--- src/rtl/axi_rd_arbiter_pkg.sv ---
// Shared definitions for the two-master AXI-lite read arbiter.
package axi_rd_arbiter_pkg;

  typedef enum logic [1:0] {
    ARB_IDLE = 2'd0,
    ARB_AR   = 2'd1,
    ARB_R    = 2'd2
  } arb_state_e;

  localparam logic GNT_IFU = 1'b0;
  localparam logic GNT_LSU = 1'b1;

endpackage

--- src/rtl/axi_rd_arbiter_mux2.sv ---
// Parameterised 2:1 select used for the AR payload and the R ready path.
module axi_rd_arbiter_mux2 #(
  parameter int WIDTH = 1
) (
  input  logic             i_sel,
  input  logic [WIDTH-1:0] i_d0,
  input  logic [WIDTH-1:0] i_d1,
  output logic [WIDTH-1:0] o_y
);

  assign o_y = i_sel ? i_d1 : i_d0;

endmodule

--- src/rtl/axi_rd_arbiter.sv ---
// Two-master AXI-lite read arbiter: one outstanding read, grant locked from AR to R, LSU has priority.
//   state    | meaning
//   ARB_IDLE | no grant, nothing driven to the slave
//   ARB_AR   | granted master's address forwarded, waiting for AR handshake
//   ARB_R    | waiting for the R handshake of the granted master
module axi_rd_arbiter
  import axi_rd_arbiter_pkg::*;
#(
  parameter int ADDR_WIDTH = 32,
  parameter int DATA_WIDTH = 32
) (
  input  logic                  clock,
  input  logic                  reset,

  input  logic [ADDR_WIDTH-1:0] ifu_araddr_i,
  input  logic                  ifu_arvalid_i,
  output logic                  ifu_arready_o,
  output logic [DATA_WIDTH-1:0] ifu_rdata_o,
  output logic [1:0]            ifu_rresp_o,
  output logic                  ifu_rvalid_o,
  input  logic                  ifu_rready_i,

  input  logic [ADDR_WIDTH-1:0] lsu_araddr_i,
  input  logic                  lsu_arvalid_i,
  output logic                  lsu_arready_o,
  output logic [DATA_WIDTH-1:0] lsu_rdata_o,
  output logic [1:0]            lsu_rresp_o,
  output logic                  lsu_rvalid_o,
  input  logic                  lsu_rready_i,

  output logic [ADDR_WIDTH-1:0] araddr_o,
  output logic                  arvalid_o,
  input  logic                  arready_i,
  input  logic [DATA_WIDTH-1:0] rdata_i,
  input  logic [1:0]            rresp_i,
  input  logic                  rvalid_i,
  output logic                  rready_o
);

  arb_state_e r_state;
  logic       r_gnt;

  logic                  w_in_ar;
  logic                  w_in_r;
  logic                  w_gnt_lsu;
  logic [ADDR_WIDTH:0]   w_ar_sel;
  logic                  w_rready_sel;
  logic                  w_ar_hs;
  logic                  w_r_hs;

  axi_rd_arbiter_mux2 #(.WIDTH(ADDR_WIDTH + 1)) u_ar_mux (
    .i_sel (r_gnt),
    .i_d0  ({ifu_araddr_i, ifu_arvalid_i}),
    .i_d1  ({lsu_araddr_i, lsu_arvalid_i}),
    .o_y   (w_ar_sel)
  );

  axi_rd_arbiter_mux2 #(.WIDTH(1)) u_rready_mux (
    .i_sel (r_gnt),
    .i_d0  (ifu_rready_i),
    .i_d1  (lsu_rready_i),
    .o_y   (w_rready_sel)
  );

  assign w_in_ar   = (r_state == ARB_AR);
  assign w_in_r    = (r_state == ARB_R);
  assign w_gnt_lsu = (r_gnt == GNT_LSU);

  // Address is forced to zero outside AR so the slave sees nothing while idle.
  assign araddr_o  = w_in_ar ? w_ar_sel[ADDR_WIDTH:1] : '0;
  assign arvalid_o = w_in_ar & w_ar_sel[0];
  assign rready_o  = w_in_r & w_rready_sel;

  assign ifu_arready_o = w_in_ar & ~w_gnt_lsu & arready_i;
  assign lsu_arready_o = w_in_ar &  w_gnt_lsu & arready_i;
  assign ifu_rvalid_o  = w_in_r  & ~w_gnt_lsu & rvalid_i;
  assign lsu_rvalid_o  = w_in_r  &  w_gnt_lsu & rvalid_i;

  // Only rvalid is gated; payload goes to both masters unchanged.
  assign ifu_rdata_o = rdata_i;
  assign ifu_rresp_o = rresp_i;
  assign lsu_rdata_o = rdata_i;
  assign lsu_rresp_o = rresp_i;

  assign w_ar_hs = arvalid_o & arready_i;
  assign w_r_hs  = rvalid_i & rready_o;

  always_ff @(posedge clock) begin
    if (reset) begin
      r_state <= ARB_IDLE;
      r_gnt   <= GNT_IFU;
    end else begin
      case (r_state)
        ARB_IDLE: begin
          if (lsu_arvalid_i) begin
            r_gnt   <= GNT_LSU;
            r_state <= ARB_AR;
          end else if (ifu_arvalid_i) begin
            r_gnt   <= GNT_IFU;
            r_state <= ARB_AR;
          end
        end
        ARB_AR: begin
          if (w_ar_hs) r_state <= ARB_R;
        end
        ARB_R: begin
          if (w_r_hs) r_state <= ARB_IDLE;
        end
        default: r_state <= ARB_IDLE;
      endcase
    end
  end

endmodule
--- config.mk ---
export PLATFORM = sky130hd
export DESIGN_NAME = axi_rd_arbiter
export DESIGN_NICKNAME = d
export VERILOG_FILES = /design/src/rtl/axi_rd_arbiter_pkg.sv /design/src/rtl/axi_rd_arbiter_mux2.sv /design/src/rtl/axi_rd_arbiter.sv
export SDC_FILE = /design/constraint.sdc
export NUM_CORES = 1
export LEC_CHECK = 0
export CAP_MARGIN = 20
export CORE_AREA = 4 4 81 83
export DETAILED_ROUTE_END_ITERATION = 8
export DIE_AREA = 0 0 85 87
export PLACE_DENSITY = 0.88
export SETUP_SLACK_MARGIN = 0.4
export SYNTH_ARGS = -nofsm -noshare
export SYNTH_HDL_FRONTEND = slang
export SYNTH_SLANG_ARGS = --single-unit
export TNS_END_PERCENT = 30
--- constraint.sdc ---
create_clock -name clock -period 2.9 [get_ports clock]
set_clock_uncertainty 0.15 [all_clocks]
set_input_delay 0.58 -clock clock [delete_from_list [all_inputs] [get_ports clock]]
set_output_delay 0.58 -clock clock [all_outputs]
set_load 0.005 [all_outputs]
==> impl_metrics.tcl, run 1 <==
set metrics [dict create \
    status "finished clean" \
    clk_latency_ns 0.21 \
    grt_pass1_wl_mm 5.35 \
    synth-simple-area-share_pct 9.32 \
    ios 212 \
    post-route-min-period_ns 2.48 \
    synth_top_family_by_area "buffers and inverters" \
    ys.flop_type "dfxtp_1" \
    total_leakage_power_uw 0.000746 \
    place_inst 247 \
    place_congestion 0.637 \
    finalWorstSetupSlack_ns 0.424 \
    critPathKind "primary input to output port" \
    insertedDiodeCount 0 \
    die_y_um 87 \
    dp_hpwl_mm 3.17 \
    tns_ns 0 \
    die_area_um2 7400 \
    cts_buffer_depth 2 \
    fin_cells 253 \
    synth_top_area_share_pct 46.4 \
    track_usage_pct 8.86 \
    synth_cell_type_count 20 \
    row_count 28 \
    ant_nets 0 \
    grt_overflow 0 \
    synthMuxAreaShare_pct 1.82 \
    vias_per_cell 4.20 \
    netlist_instances 135 \
    end_kind "output port" \
    max-cap-violations 0 \
    yosysSeqAreaShare_pct 5.45 \
    ir_worst_vdd_v 0.000193 \
    die_width_um 85 \
    drv_slew 0 \
    rr_worst_depth 3 \
    synth_fa_ha_area_share_pct 0 \
    cts_tree "yes" \
    synth_edf_count 0 \
    hold_viol_final 0 \
    hold_path_class "flip-flop to flip-flop" \
    post-place-ws_ns 0.368 \
    num_vias 1063 \
    synth-seq-cells 3 \
    yosys.cell_count.top_type "buf_4" \
    nets 285 \
    relSlewSlack_pct 81.7 \
    synthArstFlopShare_pct 0 \
    crit_path_start_kind "primary input" \
    post-route-drc-count 0 \
    syn_to_final_growth_pct 67.4 \
    synthTopCellsByArea "buf_4 (46%), a22o_1 (26%), buf_6 (8.2%)" \
    syn_nets 241 \
    wirelength_mm 3.85 \
    setup_viol 0 \
    grt_max_degree 24 \
    finalCritPeriodShare_pct 85.4 \
    grt_setup_unrepaired "yes" \
    synth_compound_area_share_pct 28.5 \
    grt_pass1_vias 1099 \
    port-buffer-count 109 \
    syn_area_um2 1100 \
    synth_common_cells "buf_4 (68), a22o_1 (33), buf_6 (8)" \
    htreeDepth 1 \
    start_util_pct 18.8 \
    hold_depth 1 \
    clock_sinks 3 \
    firstDrtPassIters 4 \
    clk_pin_slew_ns 0.03 \
    p_per_area_nw_per_um2 261 \
    fillCellCount 614 \
    synth_top_cell_by_area "buf_4" \
    worstPathRequired_ns 2.17 \
    yosys.area_share.xor_xnor_pct 0 \
    syn_avg_cell_area_um2 8.16 \
    root_buffer "clkbuf_8" \
    cts_buffers 3 \
    arrival_ns 1.75 \
    route.detailed.wl_per_inst_um 15.2 \
    drive_above_1_share_pct 8.43 \
    ys.warnings.count 0 \
    coreArea_um2 5850 \
    fmax_mhz 404 \
    worstMarginPinSlew_ns 0.272 \
    drt-initial-drc-count 10 \
    cp_max_fo 4 \
    antenna_found_initial 0 \
]
-- cells by family (layout without fill, tap and decap cells) --
| group | count (synthesis) | count (layout) |
|---|---|---|
| buffers and inverters | 77 | 120 |
| AO/OA/AOI/OAI | 37 | 37 |
| AND/OR/NAND/NOR | 16 | 16 |
| flip-flops | 3 | 3 |
| multiplexers | 2 | 2 |
-- worst max-delay path, stage by stage --
cell and delay [ns]:
clkdlybuf4s50_1 0.52, a22o_1 0.14, clkdlybuf4s50_1 0.50
-- layer usage --
| layer | up-vias | part of all wire [%] | global-route usage (%) |
|---|---|---|---|
| li1 | 495 | - | - |
| met1 | 495 | 33 | 9.39 |
| met2 | 57 | 53 | 15.7 |
| met3 | 16 | 10 | 2.74 |
| met4 | 0 | 3.2 | 4.75 |
| met5 | - | 0 | 0 |
-- report_power, final --
part           switching [uW]  total, uW  internal (uW)
logic                    86.7        309            222
registers                7.36       52.7           45.3
clock network            26.1        120           93.6
total                     120        481            361
-- metrics by stage --
stage / utilization, % / hold WS, ns / total power (uW) / cell area [um^2]
final: 31.5 / 0.357 / 481 / 1840
after global routing: 31.5 / 0.406 / 514 / 1840
after CTS: 30.5 / 0.362 / 475 / 1790
after detailed placement: 29.3 / 0.456 / 343 / 1720
after global placement: 29.3 / 0.441 / 338 / 1720
after floorplan: - / 0.383 / 228 / 1100
-- final cells by class --
class                      count  area, um^2  area share (%)
timing repair buffer         115        1190            64.8
multi-input combinational     55         438            23.8
tap                           75        93.8            5.09
sequential                     3        68.8            3.73
clock buffer                   4        45.0            2.44
inverter                       1        3.75           0.204
-- flip-flops by register name (all words and copies together) (netlist names) --
name and count:
r_gnt 1, r_state 2
-- cells in the final DEF (no fill, tap or decap), drive strengths merged --
| cell | n |
|---|---|
| and3b | 1 |
| nor3 | 2 |
| buf | 5 |
| or3 | 1 |
| dfxtp | 3 |
| and3 | 1 |
| clkdlybuf4s50 | 104 |
| dlymetal6s2s | 4 |
| nand2 | 2 |
| or2b | 1 |
| clkbuf | 5 |
| nor3b | 1 |
| o21ai | 1 |
| a21oi | 2 |
| a21bo | 1 |
| and2 | 2 |
| inv | 1 |
| a22o | 33 |
| dlygate4sd2 | 1 |
| nor4 | 1 |
| mux2i | 2 |
| and2b | 1 |
| nor2 | 3 |
-- what timing repair did --
| item | CTS | global route |
|---|---|---|
| endpoints found under the setup margin | 35 | 35 |
| hold endpoints to repair | 0 | 0 |
| hold buffers | 0 | 0 |
| gates cloned | 0 | 1 |
| setup buffers | 0 | 1 |
| resized for setup | 11 | 8 |
| pin swaps | 0 | 1 |
-- final timing paths --
path	startpoint	to	slack, ns
worst max-delay path	lsu_arvalid_i	arvalid_o	0.42
worst min-delay path	r_state[1]	r_state[0]	0.36
worst max register to register	r_gnt	r_state[1]	1.74
worst min register to register	r_state[1]	r_state[0]	0.36
(Power assumes the default switching activity.)
==> run 2: changes to the inputs <==
--- a/config.mk
+++ b/config.mk
@@ -6,12 +6,13 @@
 export NUM_CORES = 1
 export LEC_CHECK = 0
 export CAP_MARGIN = 20
-export CORE_AREA = 4 4 81 83
+export CORE_AREA = 2 2 83 85
 export DETAILED_ROUTE_END_ITERATION = 8
 export DIE_AREA = 0 0 85 87
-export PLACE_DENSITY = 0.88
+export PLACE_DENSITY = 0.89
 export SETUP_SLACK_MARGIN = 0.4
 export SYNTH_ARGS = -nofsm -noshare
 export SYNTH_HDL_FRONTEND = slang
+export SYNTH_HIERARCHICAL = 1
 export SYNTH_SLANG_ARGS = --single-unit
 export TNS_END_PERCENT = 30
==> run 2 against run 1 <==
Sequential cell count is the same. Clock power hardly changed. Worst hold slack improved by 0.028 ns. Largest power group unchanged.
==> impl_metrics.tcl, run 2 <==
set metrics [dict create \
    ys.warnings.count 6 \
    worstReg2RegEnd "r_state[0]" \
    largest_register_ffs 2 \
    hold_path_class "flip-flop to flip-flop" \
    cp_max_fo 1 \
    route.detailed.wl_per_inst_um 13.0 \
    grtUsageMet1_pct 8.09 \
    grt_max_degree 28 \
    critPathKind "primary input to output port" \
    place_congestion 0.690 \
    syn_to_final_growth_pct 44.6 \
    total_leakage_power_uw 0.00103 \
    crit_path_start_kind "primary input" \
    end_kind "output port" \
    cts_buffers 3 \
    post-place-ws_ns 0.227 \
    worstReg2RegStart "r_gnt" \
    rr_worst_depth 5 \
    crit_path_top_delay_cell "clkdlybuf4s50_1" \
    arrival_ns 1.84 \
    worstSetupStartpoint "lsu_araddr_i[27]" \
    ys.flop_type "dfxtp_1" \
    ios 212 \
    seqPwrFrac_pct 9.5 \
    syn_nets 270 \
    worstPathRequired_ns 2.17 \
    yosys.cell_count.top_type "buf_4" \
    synth_cell_type_count 22 \
    clock_power_share_pct 23.6 \
    crit_path_max_incr_delay_ns 0.44 \
    coreArea_um2 6570 \
    ant_nets 0 \
    start_util_pct 23.1 \
    status "finished clean" \
    tns_ns 0 \
    crit_path_end "araddr_o[27]" \
    stdcell_area_um2 2190 \
    grt_setup_unrepaired "yes" \
    post-route-drc-count 0 \
    switchingPower_uw 130 \
    port-buffer-count 109 \
    htreeDepth 1 \
    placed_area_um2 2130 \
    grt_pass1_vias 1199 \
    p_per_area_nw_per_um2 237 \
    largest_register "r_state" \
    synth_top_cell_by_area "buf_4" \
    final_common_cell "clkdlybuf4s50_1" \
    cts_tree "yes" \
    root_buffer "clkbuf_8" \
    combinationalPowerShare_pct 66.9 \
    clk_pin_slew_ns 0.03 \
    yosysSeqAreaShare_pct 3.96 \
    netlist_instances 164 \
    synth_common_cells "buf_4 (68), mux2_4 (31), and2_1 (21)" \
    syn_avg_cell_area_um2 9.25 \
    num_vias 1186 \
    grt_pass1_wl_mm 5.35 \
    cts_buffer_depth 2 \
    synth_edf_count 0 \
    fmax_mhz 388 \
    track_usage_pct 8.84 \
    die_area_um2 7400 \
    drt-initial-drc-count 7 \
    insertedDiodeCount 0 \
    post-route-min-period_ns 2.57 \
    internal_power_uw 389 \
    setup_viol 0 \
    grt_most_used_layer "met2" \
    mostFrequentLayoutCells "clkdlybuf4s50_1 (91), mux2_4 (32), and2_1 (21)" \
    relSlewSlack_pct 85.7 \
    fillCellCount 667 \
    finalCritPeriodShare_pct 88.8 \
    die_y_um 87 \
    synthTopCellsByArea "buf_4 (34%), mux2_4 (31%), and2_1 (8.7%)" \
    wirelength_mm 3.72 \
    drv_slew 0 \
    ir_worst_vdd_v 0.0000879 \
    nets 313 \
    crit_top_cell "clkdlybuf4s50_1" \
    dp_hpwl_mm 3.11 \
    rrSetupSlack_ns 1.47 \
    vias_per_cell 4.15 \
    worstMarginPinSlew_ns 0.213 \
    syn_area_um2 1520 \
    power_switching_share_pct 25.0 \
    grt_overflow 0 \
    hold_start "r_state[1]" \
    max-cap-violations 0 \
    path_cells "clkdlybuf4s50_1, mux2_4, and2_2, clkdlybuf4s50_1" \
    finalWorstSetupSlack_ns 0.326 \
    synth-seq-cells 3 \
    gr-usage-met2_pct 16.3 \
    row_count 30 \
    clk_latency_ns 0.22 \
    clock_sinks 3 \
    antenna_found_initial 0 \
    die_width_um 85 \
    synthArstFlopShare_pct 0 \
    synth_top_area_share_pct 33.7 \
    whs_ns 0.385 \
    drive_above_1_share_pct 29.6 \
    grtUsageMet3_pct 3.41 \
    firstDrtPassIters 4 \
    ctsHoldBuffers 0 \
    reg.largest.list "r_state: 2 flops, r_gnt: 1 flops" \
    hold_viol_final 0 \
]
[run 2: worst max-delay path, delay by kind of cell]
kind                   cells  cell delay (ns)
buffers and inverters      2             0.85
multiplexers               1             0.25
AND/OR/NAND/NOR            1             0.16
[run 2: area by class of cell]
cell class                 count  area (um^2)  area share (%)
timing repair buffer         113         1140            52.1
multi-input combinational     86          845            38.5
tap                           80          100            4.57
sequential                     3         61.3            2.80
clock buffer                   4         45.0            2.05
[run 2: what timing repair did]
action                     4_1_cts  5_1_grt
setup buffers                    1        0
hold endpoints to repair         0        0
setup endpoints to repair       36       29
resized for setup               11        8
[run 2: per-layer routing]
layer  wire length [um]  vias up
met3                465       15
met5                  0        -
met4                123        0
met1               1210      534
met2               1920       91
li1                   -      546
[run 2: how the worst min path moves through the flow]
stage                            end  slack (ns)  depth (start not counted)
after floorplan           r_state[0]        0.34                          1
after global placement    r_state[0]        0.37                          1
after detailed placement  r_state[0]        0.39                          1
after CTS                 r_state[0]        0.39                          1
after global routing      r_state[0]        0.41                          1
final                     r_state[0]        0.38                          1
[run 2: cells by family after synthesis]
group                  share of synthesized area [%]
buffers and inverters                           40.6
AND/OR/NAND/NOR                                 20.5
multiplexers                                    32.9
AO/OA/AOI/OAI                                   2.06
flip-flops                                      3.96
[run 2: power by group through the flow]
stage / clock (uW) / sequential, uW / combinational (uW)
after floorplan: 0 / 49.5 / 253
after global placement: 0 / 49.4 / 353
after detailed placement: 0 / 49.7 / 361
after CTS: 125 / 49.2 / 357
after global routing: 129 / 49.9 / 373
final: 123 / 49.2 / 347
[run 2: metrics by stage]
step	cells	util, %	power, uW
after floorplan	164	-	302
after global placement	281	32.4	402
after detailed placement	281	32.4	410
after CTS	286	33.1	532
after global routing	286	33.4	552
final	286	33.4	519
==> run 3: changes to the inputs <==
--- a/config.mk
+++ b/config.mk
@@ -5,10 +5,10 @@
 export SDC_FILE = /design/constraint.sdc
 export NUM_CORES = 1
 export LEC_CHECK = 0
-export CAP_MARGIN = 20
 export CORE_AREA = 2 2 83 85
 export DETAILED_ROUTE_END_ITERATION = 8
 export DIE_AREA = 0 0 85 87
+export GPL_TIMING_DRIVEN = 1
 export PLACE_DENSITY = 0.89
 export SETUP_SLACK_MARGIN = 0.4
 export SYNTH_ARGS = -nofsm -noshare
==> results of run 3 <==
No change in the layout: final DEF, timing and power equal those of run 2.
==> RTL edit (config.mk and constraints of run 1) <==
Re-encode `arb_state_e` (3 states) as one-hot, 3 bits wide.
--- a/src/rtl/axi_rd_arbiter_pkg.sv
+++ b/src/rtl/axi_rd_arbiter_pkg.sv
@@ -1,10 +1,10 @@
 // Shared definitions for the two-master AXI-lite read arbiter.
 package axi_rd_arbiter_pkg;
 
-  typedef enum logic [1:0] {
-    ARB_IDLE = 2'd0,
-    ARB_AR   = 2'd1,
-    ARB_R    = 2'd2
+  typedef enum logic [2:0] {
+    ARB_IDLE = 3'b001,
+    ARB_AR   = 3'b010,
+    ARB_R    = 3'b100
   } arb_state_e;
 
   localparam logic GNT_IFU = 1'b0;
Check against the original RTL: same outputs for any inputs over 10 cycles, from zero or initial values and one cycle with reset high; not proved beyond that.
==> RTL edit against run 1 <==
Cell count up 15%; sequential cell count up 1; total power up 14%; setup slack worse by 0.032 ns; sequential share of layout area grew 0.53 points; area after synthesis rose by 18%; critical path depth rose by 2; die area is the same; cell area up 9.8%; wire length grew 1.4%; synthesized cell count rose by 31%; fmax decreased by 1.3%; largest power group unchanged; highest routed layer unchanged.
==> RTL edit: results (changes against run 1) <==
- Synth top cells by count: buf_4, nor2_1, mux2i_1 (was buf_4, a22o_1, buf_6)
- Area contributors post-synth: buf_4, mux2i_1, nor2_1 (was buf_4, a22o_1, buf_6)
- Post-DR wirelength/cell: 13.4 µm (was 15.2 µm)
- CTS resizes: 10 (was 11)
- Grt met2 use: 0.174 (was 0.157)
- M3 GR Usage: 0.0350 (was 0.0274)
- Share of layout cells above drive strength 1: 0.0602 (was 0.0843)
- Nets@finish: 324 (was 285)
- Placed cells: 288 (was 247)
- Relative slew slack: 0.795 (was 0.817)
- Synthesized net count: 283 (was 241)
- FILL cells: 602 (was 614)
- Wirelength, routed: 3910 µm (was 3850 µm)
- Post-DP Area: 0.00195 mm² (was 0.00172 mm²)
- Post-DP HPWL: 3320 µm (was 3170 µm)
- Routing usage on met1: 0.0962 (was 0.0939)
- Netlist cell types: 22 (was 20)
- Largest net degree at the start of global routing: 23 (was 24)
- Met2 WL: 2030 µm (was 2050 µm)
- Compound-gate portion of the synthesized area: 0.0627 (was 0.285)
- GPL Wtd Cong: 0.752 (was 0.637)
- Mux contribution to synthesized area: 0.262 (was 0.0182)
- Synthesized area per cell: 7.33 µm² (was 8.16 µm²)
- Worst R2R Setup Slack: 1.44 ns (was 1.74 ns)
- Status: finished, final reports clean (unchanged)
- Vias in the first global route: 1257 (was 1099)
-- RTL edit: changes by cell type after synthesis, sizes merged, moves of 2 or more --
cell / before / now
a21oi: 2 / 4
a22o: 33 / 0
nor3b: 1 / 3
mux2i: 2 / 34
nor2: 3 / 36
o21ai: 1 / 3
and2: 2 / 0
inv: 1 / 3
o211a: 0 / 2
-- RTL edit: cell type report --
class | instances | area, µm² | share of cell area
Multi-Input combinational cell | 94 | 647 | 0.320
Clock buffer | 3 | 41.3 | 0.0204
Inverter | 3 | 11.3 | 0.00557
Timing Repair Buffer | 112 | 1140 | 0.565
Sequential cell | 4 | 86.3 | 0.0427
Tap cell | 75 | 93.8 | 0.0464
-- RTL edit: metrics by stage --
stage	hold slack [ns]	power [mW]
after detailed placement	0.459	0.440
after CTS	0.405	0.559
after floorplan	0.400	0.330
final	0.403	0.551
after global routing	0.436	0.589
after global placement	0.429	0.430
